**src/rtl/gates_pkg.sv**
```systemverilog
// Shared operation encodings for the pipelined bitwise gate network.
package gates_pkg;

    localparam int unsigned OP_W = 3;

    typedef enum logic [OP_W-1:0] {
        OP_COMP = 3'd0,
        OP_AND  = 3'd1,
        OP_OR   = 3'd2,
        OP_XOR  = 3'd3,
        OP_NAND = 3'd4,
        OP_NOR  = 3'd5,
        OP_XNOR = 3'd6,
        OP_PASS = 3'd7
    } op_e;

endpackage

```
**src/rtl/gates_op_eval.sv**
```systemverilog
// Combinational evaluator for the eight gate functions; also exposes the COMP
// intermediate n so the caller can finish COMP in a later stage.
module gates_op_eval
    import gates_pkg::*;
#(
    parameter int unsigned WIDTH = 8
) (
    input  op_e              op_i,
    input  logic [WIDTH-1:0] a_i,
    input  logic [WIDTH-1:0] b_i,
    input  logic [WIDTH-1:0] c_i,
    input  logic [WIDTH-1:0] d_i,
    input  logic [WIDTH-1:0] e_i,
    input  logic [WIDTH-1:0] f_i,
    output logic [WIDTH-1:0] n_o,
    output logic [WIDTH-1:0] r1_o,
    output logic [WIDTH-1:0] r2_o
);

    logic [WIDTH-1:0] n;

    always_comb begin
        n    = (a_i | b_i) ^ ~(c_i & d_i);
        n_o  = n;
        r1_o = '0;
        r2_o = '0;
        case (op_i)
            OP_COMP: begin
                r1_o = ~(e_i | n);
                r2_o = f_i & n;
            end
            OP_AND: begin
                r1_o = a_i & b_i;
                r2_o = c_i & d_i;
            end
            OP_OR: begin
                r1_o = a_i | b_i;
                r2_o = c_i | d_i;
            end
            OP_XOR: begin
                r1_o = a_i ^ b_i;
                r2_o = c_i ^ d_i;
            end
            OP_NAND: begin
                r1_o = ~(a_i & b_i);
                r2_o = ~(c_i & d_i);
            end
            OP_NOR: begin
                r1_o = ~(a_i | b_i);
                r2_o = ~(c_i | d_i);
            end
            OP_XNOR: begin
                r1_o = ~(a_i ^ b_i);
                r2_o = ~(c_i ^ d_i);
            end
            OP_PASS: begin
                r1_o = a_i;
                r2_o = b_i;
            end
            default: begin
                r1_o = '0;
                r2_o = '0;
            end
        endcase
    end

endmodule

```
**src/rtl/gates_pipe.sv**
```systemverilog
// Two-stage valid/ready pipeline around gates_op_eval with a wrapping
// completed-transaction counter.
module gates_pipe
    import gates_pkg::*;
#(
    parameter int unsigned WIDTH = 8,
    parameter int unsigned CNT_W = 16
) (
    input  logic             clk,
    input  logic             rst,
    input  logic             in_valid_i,
    output logic             in_ready_o,
    input  logic [OP_W-1:0]  in_op_i,
    input  logic [WIDTH-1:0] in_a_i,
    input  logic [WIDTH-1:0] in_b_i,
    input  logic [WIDTH-1:0] in_c_i,
    input  logic [WIDTH-1:0] in_d_i,
    input  logic [WIDTH-1:0] in_e_i,
    input  logic [WIDTH-1:0] in_f_i,
    output logic             out_valid_o,
    input  logic             out_ready_i,
    output logic [WIDTH-1:0] out_1_o,
    output logic [WIDTH-1:0] out_2_o,
    output logic             out_zero_o,
    output logic [CNT_W-1:0] txn_count_o
);

    op_e              op;
    logic [WIDTH-1:0] eval_n;
    logic [WIDTH-1:0] eval_r1;
    logic [WIDTH-1:0] eval_r2;

    logic             v1_q, v1_d;
    op_e              op1_q, op1_d;
    logic [WIDTH-1:0] x1_q, x1_d;
    logic [WIDTH-1:0] y1_q, y1_d;
    logic [WIDTH-1:0] e1_q, e1_d;
    logic [WIDTH-1:0] f1_q, f1_d;

    logic             v2_q, v2_d;
    logic [WIDTH-1:0] o1_q, o1_d;
    logic [WIDTH-1:0] o2_q, o2_d;
    logic             zero_q, zero_d;
    logic [CNT_W-1:0] txn_q, txn_d;

    logic             ready2;
    logic             accept;
    logic             emit;
    logic [WIDTH-1:0] fin1;
    logic [WIDTH-1:0] fin2;

    assign op = op_e'(in_op_i);

    gates_op_eval #(
        .WIDTH (WIDTH)
    ) u_eval (
        .op_i (op),
        .a_i  (in_a_i),
        .b_i  (in_b_i),
        .c_i  (in_c_i),
        .d_i  (in_d_i),
        .e_i  (in_e_i),
        .f_i  (in_f_i),
        .n_o  (eval_n),
        .r1_o (eval_r1),
        .r2_o (eval_r2)
    );

    assign ready2     = ~v2_q | out_ready_i;
    assign in_ready_o = ~v1_q | ready2;
    assign accept     = in_valid_i & in_ready_o;
    assign emit       = v2_q & out_ready_i;

    // COMP keeps n plus e/f in stage 1 and is finished here in stage 2.
    always_comb begin
        if (op1_q == OP_COMP) begin
            fin1 = ~(e1_q | x1_q);
            fin2 = f1_q & x1_q;
        end else begin
            fin1 = x1_q;
            fin2 = y1_q;
        end
    end

    always_comb begin
        v1_d  = v1_q;
        op1_d = op1_q;
        x1_d  = x1_q;
        y1_d  = y1_q;
        e1_d  = e1_q;
        f1_d  = f1_q;
        if (in_ready_o) begin
            v1_d = in_valid_i;
        end
        if (accept) begin
            op1_d = op;
            x1_d  = (op == OP_COMP) ? eval_n : eval_r1;
            y1_d  = (op == OP_COMP) ? '0 : eval_r2;
            e1_d  = in_e_i;
            f1_d  = in_f_i;
        end
    end

    always_comb begin
        v2_d   = v2_q;
        o1_d   = o1_q;
        o2_d   = o2_q;
        zero_d = zero_q;
        if (ready2) begin
            v2_d = v1_q;
            if (v1_q) begin
                o1_d   = fin1;
                o2_d   = fin2;
                zero_d = (fin1 == '0) && (fin2 == '0);
            end
        end
    end

    always_comb begin
        txn_d = txn_q;
        if (emit) begin
            txn_d = txn_q + CNT_W'(1);
        end
    end

    always_ff @(posedge clk or posedge rst) begin
        if (rst) begin
            v1_q   <= 1'b0;
            op1_q  <= OP_COMP;
            x1_q   <= '0;
            y1_q   <= '0;
            e1_q   <= '0;
            f1_q   <= '0;
            v2_q   <= 1'b0;
            o1_q   <= '0;
            o2_q   <= '0;
            zero_q <= 1'b0;
            txn_q  <= '0;
        end else begin
            v1_q   <= v1_d;
            op1_q  <= op1_d;
            x1_q   <= x1_d;
            y1_q   <= y1_d;
            e1_q   <= e1_d;
            f1_q   <= f1_d;
            v2_q   <= v2_d;
            o1_q   <= o1_d;
            o2_q   <= o2_d;
            zero_q <= zero_d;
            txn_q  <= txn_d;
        end
    end

    assign out_valid_o = v2_q;
    assign out_1_o     = o1_q;
    assign out_2_o     = o2_q;
    assign out_zero_o  = zero_q;
    assign txn_count_o = txn_q;

endmodule

```
**config.mk**
```make
export PLATFORM = sky130hd
export DESIGN_NAME = gates_pipe
export DESIGN_NICKNAME = d
export VERILOG_FILES = /design/src/rtl/gates_pkg.sv /design/src/rtl/gates_op_eval.sv /design/src/rtl/gates_pipe.sv
export SDC_FILE = /design/constraint.sdc
export NUM_CORES = 1
export LEC_CHECK = 0
export ABC_AREA = 1
export CORE_AREA = 5 5 104 106
export CTS_BUF_LIST = sky130_fd_sc_hd__clkbuf_4
export DETAILED_ROUTE_END_ITERATION = 10
export DIE_AREA = 0 0 109 111
export HOLD_SLACK_MARGIN = 0.15
export PLACE_DENSITY = 0.77
export SETUP_SLACK_MARGIN = 0.5
export SYNTH_ARGS = -nofsm -noshare
export SYNTH_HDL_FRONTEND = slang
export SYNTH_SLANG_ARGS = --single-unit
```
**constraint.sdc**
```tcl
create_clock -name clk -period 2.22 [get_ports clk]
set_clock_uncertainty 0.05 [all_clocks]
set_input_delay 0.444 -clock clk [delete_from_list [all_inputs] [get_ports clk]]
set_output_delay 0.444 -clock clk [all_outputs]
set_load 0.02 [all_outputs]
```
# Word level (Yosys, flattened, before mapping)

Cells that the tools add are included.

Add/sub/neg operators: 1
Equal/unequal tests: 7
Multiplexer cells: 6
Bitwise logic cells: 22
Reduce and logical (&&, ||, !) cells: 6

Operators by type and width:

| cell                    | count |
|---|---|
| $pmux W8 S7             | 2 |
| $not A8 Y8              | 7 |
| $mux W8                 | 4 |
| $and A8 B8 Y8           | 3 |
| $or A8 B8 Y8            | 3 |
| $xor A8 B8 Y8           | 3 |
| $add A16 B1 Y16 const B | 1 |
| $logic_not A8 Y1        | 2 |
| $eq A3 B3 Y1 const B    | 4 |
| $eq A3 B2 Y1 const B    | 2 |
| $logic_not A3 Y1        | 2 |
| $eq A3 B1 Y1 const B    | 1 |
| $and A1 B1 Y1           | 2 |
| $not A1 Y1              | 2 |
| $or A1 B1 Y1            | 2 |
| $reduce_and A2 Y1       | 1 |
| $logic_and A1 B1 Y1     | 1 |

Bits in registers: 70
Bits of input ports: 55
Output and inout bits: 35
Word-level logic and storage cells: 53

# Logic depth before layout (Yosys ltp)

Gate-level depths: netlist of run 1.

Depth in word-level cells: 5
Gate-level depth with buffers: 10
Depth with buffers taken out: 9

# Hierarchy

From an unflattened synthesis of run 1, not the netlist that was laid out.

Cells, all modules: 745
Area total of the unflattened synthesis: 5,303.8 µm²

By module, submodules not included:

| module        | times used | cells each | area each (µm²) |
|---|---|---|---|
| gates_pipe    | 1          | 375        | 3,219.3 |
| gates_op_eval | 1          | 370        | 2,084.5 |

# Worst setup path after synthesis of run 1

No wires, ideal clock.

Path type: register to register
From: register v2_q (netlist: out_valid_o)
To: register y1_q[7]
Setup time: 0.121 ns
Arrival time: 1.489 ns
Required time: 2.049 ns
Slack: 0.560 ns
Stages on the path, launching flop included: 9
Path through: dfrtp_1 nand3_1 nand2_1 clkinv_2 nand2_2 inv_1 o21ai_0 o21bai_1 nand2_1

Longest elaborated chain between the ends: 4

Ends and longest elaborated chain:

| item                     | RTL line          | source |
|---|---|---|
| start: declaration       | gates_pipe.sv:40  | `logic v2_q, v2_d;` |
| start signal: assignment | gates_pipe.sv:146 | `v2_q <= v2_d;` |
| $not A1 Y1               | gates_pipe.sv:69  | `assign ready2 = ~v2_q \| out_ready_i;` |
| $or A1 B1 Y1             | gates_pipe.sv:69  |  |
| $or A1 B1 Y1             | gates_pipe.sv:70  | `assign in_ready_o = ~v1_q \| ready2;` |
| net in_ready_o           | gates_pipe.sv:12  | `output logic in_ready_o,` |
| $and A1 B1 Y1            | gates_pipe.sv:71  | `assign accept = in_valid_i & in_ready_o;` |
| end signal: assignment   | gates_pipe.sv:143 | `y1_q <= y1_d;` |
| end: declaration         | gates_pipe.sv:36  | `logic [WIDTH-1:0] y1_q, y1_d;` |

The timed path passes the listed nets, and every way through them passes these cells.
A chain may end at the register's enable or synchronous reset.

# Worst setup path after layout of run 1

From: input port in_op_i[1]
To: register y1_q[1]

Longest elaborated chain between the ends: 3

Ends and longest elaborated chain:

| item                                       | RTL line            | source |
|---|---|---|
| start: declaration                         | gates_pipe.sv:13    | `input logic [OP_W-1:0] in_op_i,` |
| $eq A3 B3 Y1, or another cell as far along | gates_op_eval.sv:27 | `case (op_i)` |
| $pmux W8 S7                                | gates_op_eval.sv:27 |  |
| $mux W8 (*)                                | gates_pipe.sv:98    | `y1_d = (op == OP_COMP) ? '0 : eval_r2;` |

Mark *: on every way between the ends. The rest lies on a longest branch, timed or not.

==> qor_table.md, run 1 <==
| Stage | Result | This run |
|:---|:---|:---|
| setup path | Worst R2R End | x1_q[1] |
| hold path | Worst min-delay path category | input port to asynchronous set/reset pin |
| synth | Cell with the most instances after synthesis | sky130_fd_sc_hd__nand2_1 |
| synth | Number of warning messages in the yosys log | 0 |
| cells and area | Final design utilization | 62.1% |
| drt | Number of antenna-violating nets in the routed design | 0 |
| synth | Number of synthesized register bits | 70 |
| cts | Clock buffers created by TritonCTS | 9 |
| synth | Most frequent cells after synthesis | sky130_fd_sc_hd__nand2_1 (190), sky130_fd_sc_hd__nor2_1 (100), sky130_fd_sc_hd__inv_1 (89), sky130_fd_sc_hd__dfrtp_1 (70), sky130_fd_sc_hd__o21ai_0 (43) |
| cts | Clock Sinks | 70 |
| place | Detailed placer's ending HPWL | 9320 um |
| drt | Initial DRC count | 248 |
| cts | Number of buffers added to fix hold violations after cts | 0 |
| setup path | Crit path arrival time | 1910 ps |
| synth | Leading cell types by total area after synthesis | sky130_fd_sc_hd__dfrtp_1 (37%), sky130_fd_sc_hd__nand2_1 (15%), sky130_fd_sc_hd__ha_1 (8.8%) |
| timing | Final critical-path setup slack | 553 ps |
| floorplan | Row Count | 36 |
| floorplan | Die width | 109 um |
| setup path | Startpoint of the worst register-to-register path | out_valid_o |
| cts | TritonCTS clock tree | done |
| floorplan | Die outline height | 111 um |
| timing | Final period util | 75.1% |
| power | Power density over the cells | 697 nW/um^2 |
| cts | Clock slew at the register clock pins of the worst setup and hold paths | 120 ps |
| grt | Largest net degree at the start of global routing | 29 |
| synth | Post-synthesis cell type with the largest combined area | sky130_fd_sc_hd__dfrtp_1 |
| place | Routability-driven placement congestion ratio | 0.857 |
| timing | Fmax | 600 MHz |
| power | Max VDD drop | 0.000293 V |
| timing | Final hold viol count | 0 |
| cts | Clock latency on the worst-skew pair | 410 ps |
| setup path | Data required time of the critical path | 2460 ps |
| grt | Total congestion overflow | 0 |
| synth | Synth Net Count | 755 |
| cts | CTS Root Cell | sky130_fd_sc_hd__clkbuf_4 |
| grt | Total Routing Usage GR | 20.3% |
| drt | Number of remaining DRC errors | 0 |
| cells and area | Filler cell count in the final layout | 882 |
| floorplan | Area of the core | 9680 um^2 |
| timing | Final count of pins violating max slew | 0 |
| synth | Top cell type's share of synthesized area | 37.3% |
| grt | Initial antenna violation count | 1 |
| setup path | Register-to-register path setup slack | 620 ps |
| grt | Global-route wire length before repair | 20200 um |
| status | Outcome | complete, no violations |
| drt | Final routed wire length divided by cell count | 13.2 um |
| setup path | Critical path capture point type | flop |
| cells and area | Layout-stage area growth over the synthesis result | 28.1% |
| setup path | Worst stage delay on the critical path | 430 ps |
| grt | Via count of the first global-routing pass | 4397 |
| synth | Async set-or-reset flop fraction in the synthesized netlist | 100% |
| place | Count of buffers inserted at the top-level ports | 89 |
| floorplan | Effective utilization at floorplan | 48.5% |
| synth | Synth Cell Area | 4700 um^2 |
| timing | Tightest slew margin relative to the limit | 67.9% |
| synth | Dominant register cell in the synthesized netlist | sky130_fd_sc_hd__dfrtp_1 |
| floorplan | I/O pin total | 90 |
| place | DP Worst Slack | -23.2 ps |
| setup path | Cell type of the slowest stage on the worst timing path | sky130_fd_sc_hd__clkdlybuf4s50_1 |
| setup path | Maximum net fanout on the critical path | 7 |
| drt | Wire length reported by the detailed router | 12100 um |
| synth | Number of synthesized flops with an enable pin | 0 |
| power | Leakage Power | 3.22 nW |
| drt | Via-per-instance ratio | 4.98 |
| setup path | R2R depth | 7 |
| setup path | Element type at the critical path start | input port |
| synth | Sequential area share after synthesis | 37.3% |
| floorplan | Total Die Area | 12100 um^2 |
| cts | Clock tree buffer depth | 2 |
| timing | Count of final setup violators | 0 |
| cells and area | Nets | 859 |
| timing | RSZ-0062 raised after global routing | yes |
| setup path | Chain of cells forming the critical path | clkdlybuf4s50_1 -> buf_4 -> nand3_1 -> buf_4 -> nor2_1 -> a21oi_1 -> nand3_1 -> o21ai_0 -> nand2_1 |
| synth | Distinct cell type count of the synthesized netlist | 32 |
| cells and area | Layout cell share with drive strength beyond 1 | 9.79% |
| drt | Number of vias after detailed routing | 4530 |
| synth | Post-synthesis average cell area | 7.04 um^2 |
| job | Maximum capacitance violations | 0 |
| cts | Max H-tree Level | 3 |
| timing | Final critical path time including I/O delays and setup | 1670 ps |
| synth | Count of mapped cells out of synthesis | 667 |
| setup path | Critical setup path kind | input port to flop |
| timing | Worst-margin pin slew | 481 ps |
| drt | 1st-pass router iterations | 5 |
logic make-up after synthesis:
logic type / count (synthesis) / synth area share (%)
AND/OR/NAND/NOR: 336 / 29.2
AO/OA/AOI/OAI: 94 / 10.7
XOR/XNOR: 18 / 3.36
multiplexers: 1 / 0.240
buffers and inverters: 115 / 10.4
flip-flops: 70 / 37.3
adder cells (fa/ha/maj): 33 / 8.79
stage by stage:
step	cell area, um^2	TNS [ps]	power (W)	instances	hold slack, ps
2_1_floorplan	4700	0	0.00262	667	397
3_3_place_gp	5850	-29.7	0.00325	892	402
3_5_place_dp	5850	-23.2	0.00330	892	416
5_1_grt	6010	0	0.00448	910	340
6_report	6010	0	0.00419	910	337
4_1_cts	6000	0	0.00422	908	322
metal layers:
metal / routed length, um / vias to the layer above / global-route usage (%)
met5: 0 / - / 0
met4: 204 / 0 / 6.99
met3: 868 / 17 / 3.49
met2: 5680 / 172 / 33.0
met1: 5300 / 2055 / 27.1
li1: - / 2286 / -
worst max-delay path by stage:
stage | depth (start not counted) | end | slack (ps) | from
2_1_floorplan | 8 | y1_q[7] | 560 | out_valid_o
3_3_place_gp | 4 | in_ready_o | -30 | out_ready_i
3_5_place_dp | 4 | in_ready_o | -20 | out_ready_i
4_1_cts | 4 | in_ready_o | 240 | out_ready_i
5_1_grt | 9 | x1_q[1] | 450 | in_op_i[1]
6_report | 9 | y1_q[1] | 550 | in_op_i[1]
layout make-up:
| cell class | count | area, um^2 | area share (%) |
|---|---|---|---|
| Multi-Input combinational cell | 482 | 2480 | 41.2 |
| Sequential cell | 70 | 1750 | 29.2 |
| Timing Repair Buffer | 113 | 1060 | 17.7 |
| Inverter | 95 | 364 | 6.05 |
| Tap cell | 133 | 166 | 2.77 |
| Clock inverter | 6 | 110 | 1.83 |
| Clock buffer | 10 | 75.1 | 1.25 |
| Antenna cell | 1 | 2.50 | 0.0416 |
cell usage in the layout, fill, tap and decap left out, types with 2 or more instances in the layout:
master / Yosys / final
sky130_fd_sc_hd__nand2_1: 190 / 188
sky130_fd_sc_hd__nor2_1: 100 / 97
sky130_fd_sc_hd__inv_1: 89 / 88
sky130_fd_sc_hd__dfrtp_1: 70 / 68
sky130_fd_sc_hd__clkdlybuf4s50_1: 0 / 51
sky130_fd_sc_hd__o21ai_0: 43 / 42
sky130_fd_sc_hd__ha_1: 33 / 33
sky130_fd_sc_hd__a21oi_1: 32 / 32
sky130_fd_sc_hd__dlygate4sd2_1: 0 / 24
sky130_fd_sc_hd__nand3_1: 23 / 23
sky130_fd_sc_hd__buf_4: 2 / 21
sky130_fd_sc_hd__xor2_1: 12 / 12
sky130_fd_sc_hd__clkbuf_4: 0 / 10
sky130_fd_sc_hd__nand4_1: 8 / 8
sky130_fd_sc_hd__a31oi_1: 8 / 8
sky130_fd_sc_hd__xnor2_1: 6 / 6
sky130_fd_sc_hd__clkbuf_2: 0 / 6
sky130_fd_sc_hd__nor2_2: 3 / 5
sky130_fd_sc_hd__nand2_2: 4 / 5
sky130_fd_sc_hd__a22oi_1: 5 / 5
sky130_fd_sc_hd__clkdlybuf4s15_1: 0 / 5
sky130_fd_sc_hd__inv_2: 4 / 4
sky130_fd_sc_hd__buf_12: 0 / 4
sky130_fd_sc_hd__nor2_4: 2 / 3
sky130_fd_sc_hd__o22ai_1: 3 / 3
sky130_fd_sc_hd__nor3_1: 3 / 3
sky130_fd_sc_hd__clkinvlp_4: 0 / 3
sky130_fd_sc_hd__bufinv_16: 0 / 3
sky130_fd_sc_hd__nand2_4: 1 / 2
sky130_fd_sc_hd__clkinv_2: 1 / 2
sky130_fd_sc_hd__o21ai_1: 1 / 2
sky130_fd_sc_hd__dfrtp_2: 0 / 2
sequential cells by signal, indices dropped and copies added, names as in the netlist:
name         cells
out_zero_o       1
f1_q             8
out_valid_o      1
out_2_o          8
out_1_o          8
x1_q             8
v1_q             1
e1_q             8
txn_count_o     16
y1_q             8
op1_q            3
timing repair:
item	4_1_cts	5_1_grt
setup endpoints to repair	37	34
buffers inserted	0	1
gates resized for setup	46	25
cloned	0	0
pin swaps	0	0
worst max-delay path, delay by kind of cell:
family | cells | cell delay [ps]
AO/OA/AOI/OAI | 2 | 320
buffers and inverters | 3 | 770
AND/OR/NAND/NOR | 4 | 370
power by group:
part           internal (W)  switching (W)  total, W
Clock              0.000581       0.000437   0.00102
Sequential          0.00154       0.000197   0.00173
Combinational      0.000584       0.000856   0.00144
Total               0.00270        0.00149   0.00419
(Power assumes the default switching activity.)
==> run 2, diff against run 1 <==
--- a/config.mk
+++ b/config.mk
@@ -6,12 +6,12 @@
 export NUM_CORES = 1
 export LEC_CHECK = 0
 export ABC_AREA = 1
-export CORE_AREA = 5 5 104 106
+export CORE_AREA = 5 5 100 102
 export CTS_BUF_LIST = sky130_fd_sc_hd__clkbuf_4
 export DETAILED_ROUTE_END_ITERATION = 10
-export DIE_AREA = 0 0 109 111
+export DIE_AREA = 0 0 105 107
 export HOLD_SLACK_MARGIN = 0.15
-export PLACE_DENSITY = 0.77
+export PLACE_DENSITY = 0.8
 export SETUP_SLACK_MARGIN = 0.5
 export SYNTH_ARGS = -nofsm -noshare
 export SYNTH_HDL_FRONTEND = slang
==> constraint.sdc (replaced) <==
create_clock -name clk -period 1.6 [get_ports clk]
set_clock_uncertainty 0.05 [all_clocks]
set_input_delay 0.32 -clock clk [delete_from_list [all_inputs] [get_ports clk]]
set_output_delay 0.32 -clock clk [all_outputs]
set_load 0.02 [all_outputs]
==> qor_table.md, run 2 (synthesis results as in run 1) <==
| Stage | Result | This run | vs previous |
|:---|:---|:---|:---|
| drt | Final routed wire length divided by cell count | 23.0 um | +73% |
| timing | Final critical path time including I/O delays and setup | 1770 ps |  |
| grt | Total congestion overflow | 0 | unchanged |
| timing | Final critical-path setup slack | -172 ps | -725 ps |
| drt | 1st-pass router iterations | 8 | +3 |
| place | Count of buffers inserted at the top-level ports | 89 | unchanged |
| cells and area | Nets | 978 | +14% |
| timing | Count of final setup violators | 8 | +8 |
| cts | Clock buffers created by TritonCTS | 9 | unchanged |
| drt | Wire length reported by the detailed router | 23100 um | +92% |
| floorplan | Die width | 105 um | -3.7% |
| power | Power density over the cells | 997 nW/um^2 | +43% |
| setup path | Critical setup path kind | flop to flop |  |
| setup path | Crit path arrival time | 2110 ps | +200 ps |
| cells and area | Layout-stage area growth over the synthesis result | 71.8% |  |
| timing | Worst hold slack after final layout | 236 ps | -101 ps |
| grt | Initial antenna violation count | 0 | -1 |
| grt | Total Routing Usage GR | 28.4% | +8.1 points |
| status | Outcome | finished with violations |  |
| cells and area | Commonest non-fill, non-tap cell in the layout | sky130_fd_sc_hd__nand2_1 |  |
| place | Detailed placer's ending HPWL | 10300 um | +11% |
| cells and area | Number of flip-flops under the largest register name | 16 | unchanged |
| timing | Final sum of negative setup slack | -390 ps | -390 ps |
| power | Max VDD drop | 0.000980 V | +240% |
| place | DP Worst Slack | -428 ps | -405 ps |
| cts | Clock slew at the register clock pins of the worst setup and hold paths | 140 ps | +20 ps |
| cts | Number of buffers added to fix hold violations after cts | 0 | unchanged |
| timing | Final count of pins violating max slew | 0 | unchanged |
| cells and area | Commonest cells after routing, fill and taps aside | sky130_fd_sc_hd__nand2_1 (140), sky130_fd_sc_hd__buf_4 (89), sky130_fd_sc_hd__nor2_1 (84) |  |
| timing | Worst-margin pin slew | 425 ps | -55.6 ps |
| cts | TritonCTS clock tree | done |  |
| floorplan | Total Die Area | 11200 um^2 | -7.1% |
| cts | CTS Root Cell | sky130_fd_sc_hd__clkbuf_4 |  |
| cells and area | Layout cell share with drive strength beyond 1 | 38.4% | +29 points |
| power | Leakage Power | 4.16 nW | +29% |
| cts | Clock latency on the worst-skew pair | 440 ps | +30 ps |
| cells and area | Antenna diode instance count | 0 | -1 |
| cells and area | Storage cell area | 1760 um^2 | +0.14% |
| setup path | Critical path capture point type | flop |  |
| drt | Number of vias after detailed routing | 6335 | +40% |
| grt | Largest net degree at the start of global routing | 71 | +140% |
| grt | Global-route wire length before repair | 26300 um | +30% |
| grt | Via count of the first global-routing pass | 5499 | +25% |
| floorplan | Area of the core | 9020 um^2 | -6.8% |
| drt | Initial DRC count | 909 | +270% |
| floorplan | Die outline height | 107 um | -3.6% |
| drt | Number of antenna-violating nets in the routed design | 0 | unchanged |
| floorplan | Row Count | 35 | -2.8% |
| status | Violated checks | negative setup slack |  |
| hold path | Worst min-delay path category | input port to asynchronous set/reset pin |  |
| timing | Fmax | 564 MHz |  |
| cts | Clock Sinks | 70 | unchanged |
| job | Maximum capacitance violations | 0 | unchanged |
| timing | Tightest slew margin relative to the limit | 71.3% | +3.5 points |
| floorplan | Effective utilization at floorplan | 52.1% | +3.6 points |
| cts | Clock tree buffer depth | 2 | unchanged |
| cells and area | Combined area of the multi-input logic cells | 3150 um^2 | +27% |
| drt | Via-per-instance ratio | 6.30 | +27% |
| place | Routability-driven placement congestion ratio | 0.933 | +8.9% |
| setup path | Data required time of the critical path | 1940 ps | -520 ps |
| floorplan | I/O pin total | 90 | unchanged |
| setup path | Element type at the critical path start | flop |  |
| cts | Max H-tree Level | 3 | unchanged |
| timing | Final period util | 111% |  |
| setup path | Maximum net fanout on the critical path | 6 | -1 |
| drt | Number of remaining DRC errors | 0 | unchanged |
| timing | RSZ-0062 raised after global routing | yes |  |
| cells and area | Filler cell count in the final layout | 350 | -60% |
| timing | Final hold viol count | 0 | unchanged |
-- run 2: cell count changes in the layout (fill, tap and decap cells not counted), moves of 11 or more --
cell / change
sky130_fd_sc_hd__buf_6: +62
sky130_fd_sc_hd__o21ai_1: +11
sky130_fd_sc_hd__buf_4: +68
sky130_fd_sc_hd__nand2_1: -48
sky130_fd_sc_hd__nor2_1: -13
sky130_fd_sc_hd__dlygate4sd2_1: -16
sky130_fd_sc_hd__inv_1: -11
sky130_fd_sc_hd__nand2_4: +16
sky130_fd_sc_hd__nand2_2: +28
sky130_fd_sc_hd__o21ai_0: -18
sky130_fd_sc_hd__a21oi_1: -14
sky130_fd_sc_hd__a21oi_2: +12
-- run 2: timing repair --
| item | in CTS | in global routing |
|---|---|---|
| pin swaps | 25 | 41 |
| gates cloned | 8 | 4 |
| gates resized for setup | 279 | 153 |
| setup buffers | 34 | 21 |
| setup endpoints to repair | 102 | 104 |
| hold endpoints to repair | 0 | 0 |
-- run 2: cell type report --
class | instances | share of cell area (%)
inverter | 95 | 5.01
timing repair inverter | 1 | 0.0931
clock buffer | 10 | 0.931
timing repair buffer | 231 | 30.3
clock inverter | 6 | 1.07
tap | 111 | 1.72
sequential | 70 | 21.8
multi-input combinational | 482 | 39.0
-- run 2: metrics by stage --
| stage | area (um^2) | instances | total power, W | utilization [%] |
|---|---|---|---|---|
| 2_1_floorplan | 4920 | 667 | 0.00377 | - |
| 3_3_place_gp | 6410 | 923 | 0.00477 | 71.0 |
| 5_1_grt | 8070 | 1006 | 0.00824 | 89.4 |
| 6_report | 8070 | 1006 | 0.00804 | 89.4 |
| 4_1_cts | 7230 | 981 | 0.00676 | 80.1 |
| 3_5_place_dp | 6410 | 923 | 0.00486 | 71.0 |
-- run 2: critical path, stage by stage (launching register included) --
cell	delay, ps
sky130_fd_sc_hd__dfrtp_1	480
sky130_fd_sc_hd__nor2_4	190
sky130_fd_sc_hd__nand2_4	100
sky130_fd_sc_hd__buf_8	160
sky130_fd_sc_hd__nand2_2	110
sky130_fd_sc_hd__nand2_2	90
sky130_fd_sc_hd__nor2_2	110
sky130_fd_sc_hd__nand2_1	80
sky130_fd_sc_hd__nor2_1	170
sky130_fd_sc_hd__nand3_1	120
sky130_fd_sc_hd__nand2_1	70
-- run 2: worst paths after layout --
path / slack (ps) / from / to / cells after the start
worst min-delay path: 240 / rst / txn_count_o[3] / 3
worst min register to register: 470 / f1_q[2] / f1_q[2] / 2
worst max-delay path: -170 / op1_q[1] / out_zero_o / 10
worst max register to register: -170 / op1_q[1] / out_zero_o / 10
max in group asynchronous: 890 / rst / out_valid_o / 3
min in group clk: 390 / in_f_i[5] / f1_q[5] / 3
-- run 2: power by group --
part,internal (W),switching [W]
clock,0.000649,0.000764
sequential,0.00214,0.000474
combinational,0.00193,0.00208
-- run 2: per-layer routing --
| metal | up-vias | part of all wire, % | track usage [%] |
|---|---|---|---|
| met5 | - | 0 | 0 |
| met1 | 2896 | 34 | 35.9 |
| li1 | 2540 | - | - |
| met4 | 0 | 8.7 | 10.6 |
| met2 | 646 | 46 | 49.1 |
| met3 | 253 | 11 | 4.33 |
